===== src/rtl/router_iact_mc.sv =====
// Input-activation router: streams a contiguous GLB block into up to NUM_PE spads,
// broadcasting every word or scattering consecutive sub-blocks across the selected PEs.
module router_iact_mc #(
    parameter int DATA_BITWIDTH      = 16,
    parameter int ADDR_BITWIDTH_GLB  = 10,
    parameter int ADDR_BITWIDTH_SPAD = 9,
    parameter int NUM_PE             = 3,
    parameter int GLB_READ_LATENCY   = 1,
    parameter int FIFO_DEPTH         = 4
) (
    input  logic                          clk,
    input  logic                          reset,
    input  logic                          load_spad_ctrl,
    input  logic                          mode_scatter,
    input  logic [NUM_PE-1:0]             dest_mask,
    input  logic [ADDR_BITWIDTH_GLB-1:0]  base_addr_glb,
    input  logic [ADDR_BITWIDTH_SPAD-1:0] num_words,
    input  logic [DATA_BITWIDTH-1:0]      r_data_glb_iact,
    output logic [ADDR_BITWIDTH_GLB-1:0]  r_addr_glb_iact,
    output logic                          read_req_glb_iact,
    input  logic [NUM_PE-1:0]             spad_ready,
    output logic [DATA_BITWIDTH-1:0]      w_data_spad,
    output logic [ADDR_BITWIDTH_SPAD-1:0] w_addr_spad,
    output logic [NUM_PE-1:0]             load_en_spad,
    output logic                          busy,
    output logic                          done
);
    localparam int L   = GLB_READ_LATENCY;
    localparam int PCW = $clog2(NUM_PE + 1);
    localparam int TW  = ADDR_BITWIDTH_SPAD + PCW;
    localparam int PW  = (NUM_PE > 1) ? $clog2(NUM_PE) : 1;
    localparam int CW  = $clog2(FIFO_DEPTH + 1);
    localparam int FPW = (FIFO_DEPTH > 1) ? $clog2(FIFO_DEPTH) : 1;
    localparam int IFW = $clog2(L + 1);

    localparam logic [1:0] S_IDLE  = 2'd0;
    localparam logic [1:0] S_RUN   = 2'd1;
    localparam logic [1:0] S_DRAIN = 2'd2;
    localparam logic [1:0] S_DONE  = 2'd3;

    function automatic logic [PCW-1:0] popcnt(input logic [NUM_PE-1:0] m);
        logic [PCW-1:0] c;
        c = '0;
        for (int i = 0; i < NUM_PE; i++) c = c + PCW'(m[i]);
        return c;
    endfunction

    // Lowest set bit of m strictly above index 'from' (from = -1 gives the first one).
    function automatic logic [PW-1:0] next_set(input logic [NUM_PE-1:0] m, input int from);
        logic [PW-1:0] r;
        r = '0;
        for (int i = NUM_PE - 1; i >= 0; i--)
            if (m[i] && i > from) r = PW'(i);
        return r;
    endfunction

    logic [1:0]                    state;
    logic                          cfg_scatter;
    logic [NUM_PE-1:0]             cfg_mask;
    logic [ADDR_BITWIDTH_GLB-1:0]  cfg_base;
    logic [ADDR_BITWIDTH_SPAD-1:0] cfg_num;
    logic [TW-1:0]                 total, issued, written, total_in;
    logic [PW-1:0]                 cur_pe;
    logic [ADDR_BITWIDTH_SPAD-1:0] spad_idx, w_addr_q;
    logic [DATA_BITWIDTH-1:0]      w_data_q;
    logic [L:1]                    vld_pipe;
    logic [IFW-1:0]                in_flight;
    logic [DATA_BITWIDTH-1:0]      fifo_mem [FIFO_DEPTH];
    logic [FPW-1:0]                wptr, rptr;
    logic [CW-1:0]                 fifo_count;
    logic [CW:0]                   occ;
    logic [NUM_PE-1:0]             target;
    logic                          active, rd_fire, wr_fire, push;

    always_comb begin
        in_flight = '0;
        for (int i = 1; i <= L; i++) in_flight = in_flight + IFW'(vld_pipe[i]);
    end

    // Credits cover both queued words and reads still in the GLB pipeline.
    assign occ      = (CW+1)'(fifo_count) + (CW+1)'(in_flight);
    assign total_in = mode_scatter ? TW'(num_words) * TW'(popcnt(dest_mask)) : TW'(num_words);
    assign target   = cfg_scatter ? (NUM_PE'(1) << cur_pe) : cfg_mask;
    assign active   = (state == S_RUN) || (state == S_DRAIN);
    assign rd_fire  = (state == S_RUN) && (issued < total) && (occ < (CW+1)'(FIFO_DEPTH));
    assign wr_fire  = active && (fifo_count != '0) && ((spad_ready & target) == target);
    assign push     = vld_pipe[L];

    assign read_req_glb_iact = rd_fire;
    assign r_addr_glb_iact   = cfg_base + ADDR_BITWIDTH_GLB'(issued);
    assign load_en_spad      = wr_fire ? target : '0;
    assign w_data_spad       = wr_fire ? fifo_mem[rptr] : w_data_q;
    assign w_addr_spad       = wr_fire ? spad_idx : w_addr_q;
    assign busy              = active;
    assign done              = (state == S_DONE);

    always_ff @(posedge clk) begin
        if (push) fifo_mem[wptr] <= r_data_glb_iact;
    end

    always_ff @(posedge clk or negedge reset) begin
        if (!reset) begin
            state       <= S_IDLE;
            cfg_scatter <= 1'b0;
            cfg_mask    <= '0;
            cfg_base    <= '0;
            cfg_num     <= '0;
            total       <= '0;
            issued      <= '0;
            written     <= '0;
            cur_pe      <= '0;
            spad_idx    <= '0;
            w_addr_q    <= '0;
            w_data_q    <= '0;
            vld_pipe    <= '0;
            wptr        <= '0;
            rptr        <= '0;
            fifo_count  <= '0;
        end else begin
            vld_pipe[1] <= rd_fire;
            for (int i = 2; i <= L; i++) vld_pipe[i] <= vld_pipe[i-1];

            if (push) wptr <= (wptr == FPW'(FIFO_DEPTH - 1)) ? '0 : wptr + 1'b1;
            if (wr_fire) rptr <= (rptr == FPW'(FIFO_DEPTH - 1)) ? '0 : rptr + 1'b1;
            case ({push, wr_fire})
                2'b10:   fifo_count <= fifo_count + 1'b1;
                2'b01:   fifo_count <= fifo_count - 1'b1;
                default: fifo_count <= fifo_count;
            endcase

            issued  <= issued + TW'(rd_fire);
            written <= written + TW'(wr_fire);

            if (wr_fire) begin
                w_data_q <= fifo_mem[rptr];
                w_addr_q <= spad_idx;
                if (cfg_scatter && spad_idx == cfg_num - 1'b1) begin
                    spad_idx <= '0;
                    cur_pe   <= next_set(cfg_mask, int'(cur_pe));
                end else begin
                    spad_idx <= spad_idx + 1'b1;
                end
            end

            case (state)
                S_IDLE: if (load_spad_ctrl) begin
                    cfg_scatter <= mode_scatter;
                    cfg_mask    <= dest_mask;
                    cfg_base    <= base_addr_glb;
                    cfg_num     <= num_words;
                    total       <= total_in;
                    issued      <= '0;
                    written     <= '0;
                    spad_idx    <= '0;
                    cur_pe      <= next_set(dest_mask, -1);
                    state       <= (num_words == '0 || dest_mask == '0) ? S_DONE : S_RUN;
                end
                S_RUN:   if (issued + TW'(rd_fire) == total) state <= S_DRAIN;
                S_DRAIN: if (written + TW'(wr_fire) == total) state <= S_DONE;
                default: state <= S_IDLE;
            endcase
        end
    end
endmodule


===== config.mk =====
export PLATFORM = sky130hd
export DESIGN_NAME = router_iact_mc
export DESIGN_NICKNAME = d
export VERILOG_FILES = /design/src/rtl/router_iact_mc.sv
export SDC_FILE = /design/constraint.sdc
export NUM_CORES = 1
export LEC_CHECK = 0
export BUFFER_PORTS_ARGS = -buffer_cell sky130_fd_sc_hd__buf_2
export CORE_MARGIN = 3
export CORE_UTILIZATION = 30
export CTS_CLUSTER_SIZE = 20
export DETAILED_ROUTE_END_ITERATION = 8
export PLACE_DENSITY = 0.48
export SLEW_MARGIN = 20
export SYNTH_ARGS = -nofsm -noshare
export SYNTH_HDL_FRONTEND = slang
export SYNTH_SLANG_ARGS = --single-unit

===== constraint.sdc =====
create_clock -name clk -period 4.9 [get_ports clk]
set_input_delay 0.245 -clock clk [delete_from_list [all_inputs] [get_ports clk]]
set_output_delay 0.245 -clock clk [all_outputs]
set_load 0.02 [all_outputs]

==> run_results.csv <==
group,metric,value,unit
sta,fin_skew,0.0147,ns
critical_path,critPathRequiredTime,5.21,ns
floorplanning,start_util,30.7,%
critical_path,r2r_setup_slack,0.79,ns
global_route,antenna_found_initial,0,
floorplanning,coreArea,28000,um^2
critical_path,worstSetupStartpointType,"flop",
synth,yosys-top-cells-area,"dfrtp_1 (30%), edfxtp_1 (22%), ha_1 (6.4%)",
synth,yosysMostFrequentCell,"dfrtp_1",
hold_path,hold_class,"in2reg",
placed_design,gp_congestion,0.784,
clocking,cts-resized-gates,0,
global_route,grt_use_total,13.5,%
floorplanning,rows,61,
clocking,clock_path_buffers,2,
placed_design,post-dp-hpwl,13.5,mm
sta,fmax,244,MHz
critical_path,r2r_cells,17,
detailed_routing,drc,0,
synth,yosys_most_used_dff,"dfrtp_1",
hold_path,hold-path-cell-count,1,
floorplanning,die_y,175,um
global_route,grt_overflow_total,0,
cells_and_area,final_area,10200,um^2
synth,synth_top_area_cell,"dfrtp_1",
hold_path,holdPathEnd,"fifo_mem[2][6]$_DFFE_PP_",
clocking,hold_buffers,11,
clocking,cts-root-buf,"clkbuf_16",
critical_path,crit_type,"reg2reg",
critical_path,crit_fanout,4,
power_and_ir_drop,power-per-cell-area,429,nW/um^2
global_route,grt_pass1_vias,5967,
synth,async_reset_ff_share,61.4,%
sta,timing.final.crit_share,83.8,%
detailed_routing,drtIter0Drc,271,
clocking,htree_levels,4,
sta,worst_slew_pin_slew,1.01,ns
critical_path,slowest_delay,0.43,ns
run,maxCapViolations,0,
placed_design,dpl_cell_area,9480,um^2
floorplanning,die_area,30800,um^2
sta,hold_viol,0,
synth,synth_area,8610,um^2
critical_path,r2r-end,"state[1]$_DFFE_PN0P_",
cells_and_area,area_growth,17.9,%
synth,synthCells,741,
detailed_routing,first_pass_iters,4,
global_route,grt_pass1_wl,32.8,mm
outcome,status,"finished clean",
floorplanning,die_x,175,um
sta,fin_hold_ws,0.0269,ns
synth,syn-num-nets,834,
sta,drv_slew,0,
sta,finalSetupTns,0,ns
detailed_routing,drtAntennaViolNets,0,
global_route,grt_max_degree,69,
cells_and_area,layout.nets,934,
detailed_routing,vias_per_cell,4.60,
sta,setup_violations,0,
sta,rsz0062_at_grt,"no",
detailed_routing,wire_per_inst,16.0,um
synth,synth_common_cells,"dfrtp_1 (102), nand2_1 (100), edfxtp_1 (64)",
critical_path,cp.arrival,4.41,ns
sta,finalCriticalPeriod,4.11,ns
synth,synth-seq-cells,166,
critical_path,cpMaxStageDelayCell,"dfrtp_1",
critical_path,r2r-start,"total[1]$_DFFE_PN0P_",
synth,ys_seq_area_share,51.9,%
floorplanning,num_io_pins,86,
placed_design,port_buffers,85,
critical_path,crit_path_cell_trace,"inv_1 > ha_1 > a21o_1 > a21o_1 > a21o_1 > a21oi_1 > o21ai_0 > a21oi_1 > ha_1 > ha_1 > nand3_1 > xnor2_1 > a2111oi_0 > o2111a_1 > nand4_1 > a22oi_2 > mux2_1",
detailed_routing,vias,5669,
critical_path,end_kind,"flop",
clocking,cts_buffers,17,
clocking,post-cts-setup-buffers,0,
power_and_ir_drop,p_total,4.36,mW
synth,synth_top_cell_area_share,29.6,%
synth,yosys.cell_types.count,62,
hold_path,hold_start,"r_data_glb_iact[6]",
synth,postSynthAreaPerCell,11.6,um^2
synth,synth_edf_count,64,
power_and_ir_drop,power.leakage,4.32,nW
power_and_ir_drop,vdd_drop_max,0.293,mV
detailed_routing,routed_wl,19.7,mm
sta,relSlewSlack,32.4,%
clocking,clock-sinks,166,
cells_and_area,layout-drive-gt1-share,19.3,%
clocking,clock_latency,0.43,ns
clocking,cts_tree,"built",
synth,yosysWarnings,0,
clocking,clk_pin_slew,0.07,ns
-- metal layers --
metal | part of all wire [%] | GRT usage [%] | up-vias | wire [um]
li1 | - | - | 2824 | -
met1 | 49 | 18.4 | 2750 | 9600
met2 | 47 | 22.0 | 84 | 9160
met3 | 3.6 | 3.11 | 11 | 709
met4 | 1.1 | 3.53 | 0 | 222
met5 | 0 | 0 | - | 0
-- stage by stage --
step	std cells	utilization (%)	setup WS (ns)
floorplan	741	-	0.936
global placement	1189	33.8	0.842
detailed placement	1189	33.8	0.779
CTS	1232	36.2	0.754
global route	1232	36.2	0.430
finish	1233	36.2	0.794
-- cells by family (layout without fill, tap and decap cells) --
family | after synthesis | count (layout) | synth area share, %
AND/OR/NAND/NOR | 256 | 256 | 14.8
flip-flops | 166 | 166 | 51.9
AO/OA/AOI/OAI | 98 | 98 | 7.15
XOR/XNOR | 70 | 70 | 8.00
buffers and inverters | 55 | 168 | 2.47
adder cells (fa/ha/maj) | 48 | 48 | 7.32
multiplexers | 48 | 48 | 8.31
other | 0 | 1 | 0
-- power by group --
| part | leakage [nW] | switching (mW) | internal, mW | total (mW) |
|---|---|---|---|---|
| combinational | 2.22 | 0.685 | 0.601 | 1.29 |
| sequential | 1.83 | 0.156 | 1.63 | 1.78 |
| clock | 0.273 | 0.608 | 0.683 | 1.29 |
| total | 4.32 | 1.45 | 2.91 | 4.36 |
-- layout make-up --
class,count,area [um^2]
fillers,2795,17900
flip-flops and latches,166,4470
inverters,35,131
multi-input cells,520,3940
clock inverters,12,114
clock buffers,20,447
repair buffers,101,576
diodes,1,2.50
well taps,378,473
-- how the worst max path moves through the flow --
stage	end	depth (start not counted)	slack (ns)	startpoint
after floorplan	state[1]$_DFFE_PN0P_	17	0.94	total[1]$_DFFE_PN0P_
after global placement	state[1]$_DFFE_PN0P_	17	0.84	total[1]$_DFFE_PN0P_
after detailed placement	state[1]$_DFFE_PN0P_	17	0.78	total[1]$_DFFE_PN0P_
after CTS	state[1]$_DFFE_PN0P_	17	0.75	total[1]$_DFFE_PN0P_
after global routing	state[1]$_DFFE_PN0P_	17	0.43	total[1]$_DFFE_PN0P_
final	state[1]$_DFFE_PN0P_	17	0.79	total[1]$_DFFE_PN0P_
-- layout by cell type, fill, tap and decap left out, types with 20 or more instances in the layout --
cell type  instances
and2_1            25
dfrtp_1          102
xnor2_1           40
buf_2             84
edfxtp_1          64
xor2_1            24
nor2_1            45
nand2_1          100
ha_1              44
a21oi_1           30
inv_1             35
mux2_2            20
o21ai_0           26
-- state kept, by name (all words and copies together), names as in the netlist --
| name | cells |
|---|---|
| cfg_base | 10 |
| fifo_count | 3 |
| w_addr_q | 9 |
| fifo_mem | 64 |
| cfg_num | 9 |
| issued | 11 |
| push | 1 |
| total | 11 |
| cfg_mask | 3 |
| spad_idx | 9 |
| rptr | 2 |
| written | 11 |
| cur_pe | 2 |
| cfg_scatter | 1 |
| w_data_q | 16 |
| wptr | 2 |
| state | 2 |
-- worst max-delay path: cells and delay by family, from the launching register on --
kind | cells | cell delay [ns]
muxes | 1 | 0.34
AOI/OAI and AO/OA | 9 | 1.91
adders and majority gates | 3 | 0.77
DFF | 1 | 0.43
buffers and inverters | 1 | 0.07
and+or+nand+nor | 2 | 0.29
xor gates and xnor gates | 1 | 0.18
(Power assumes the default switching activity.)
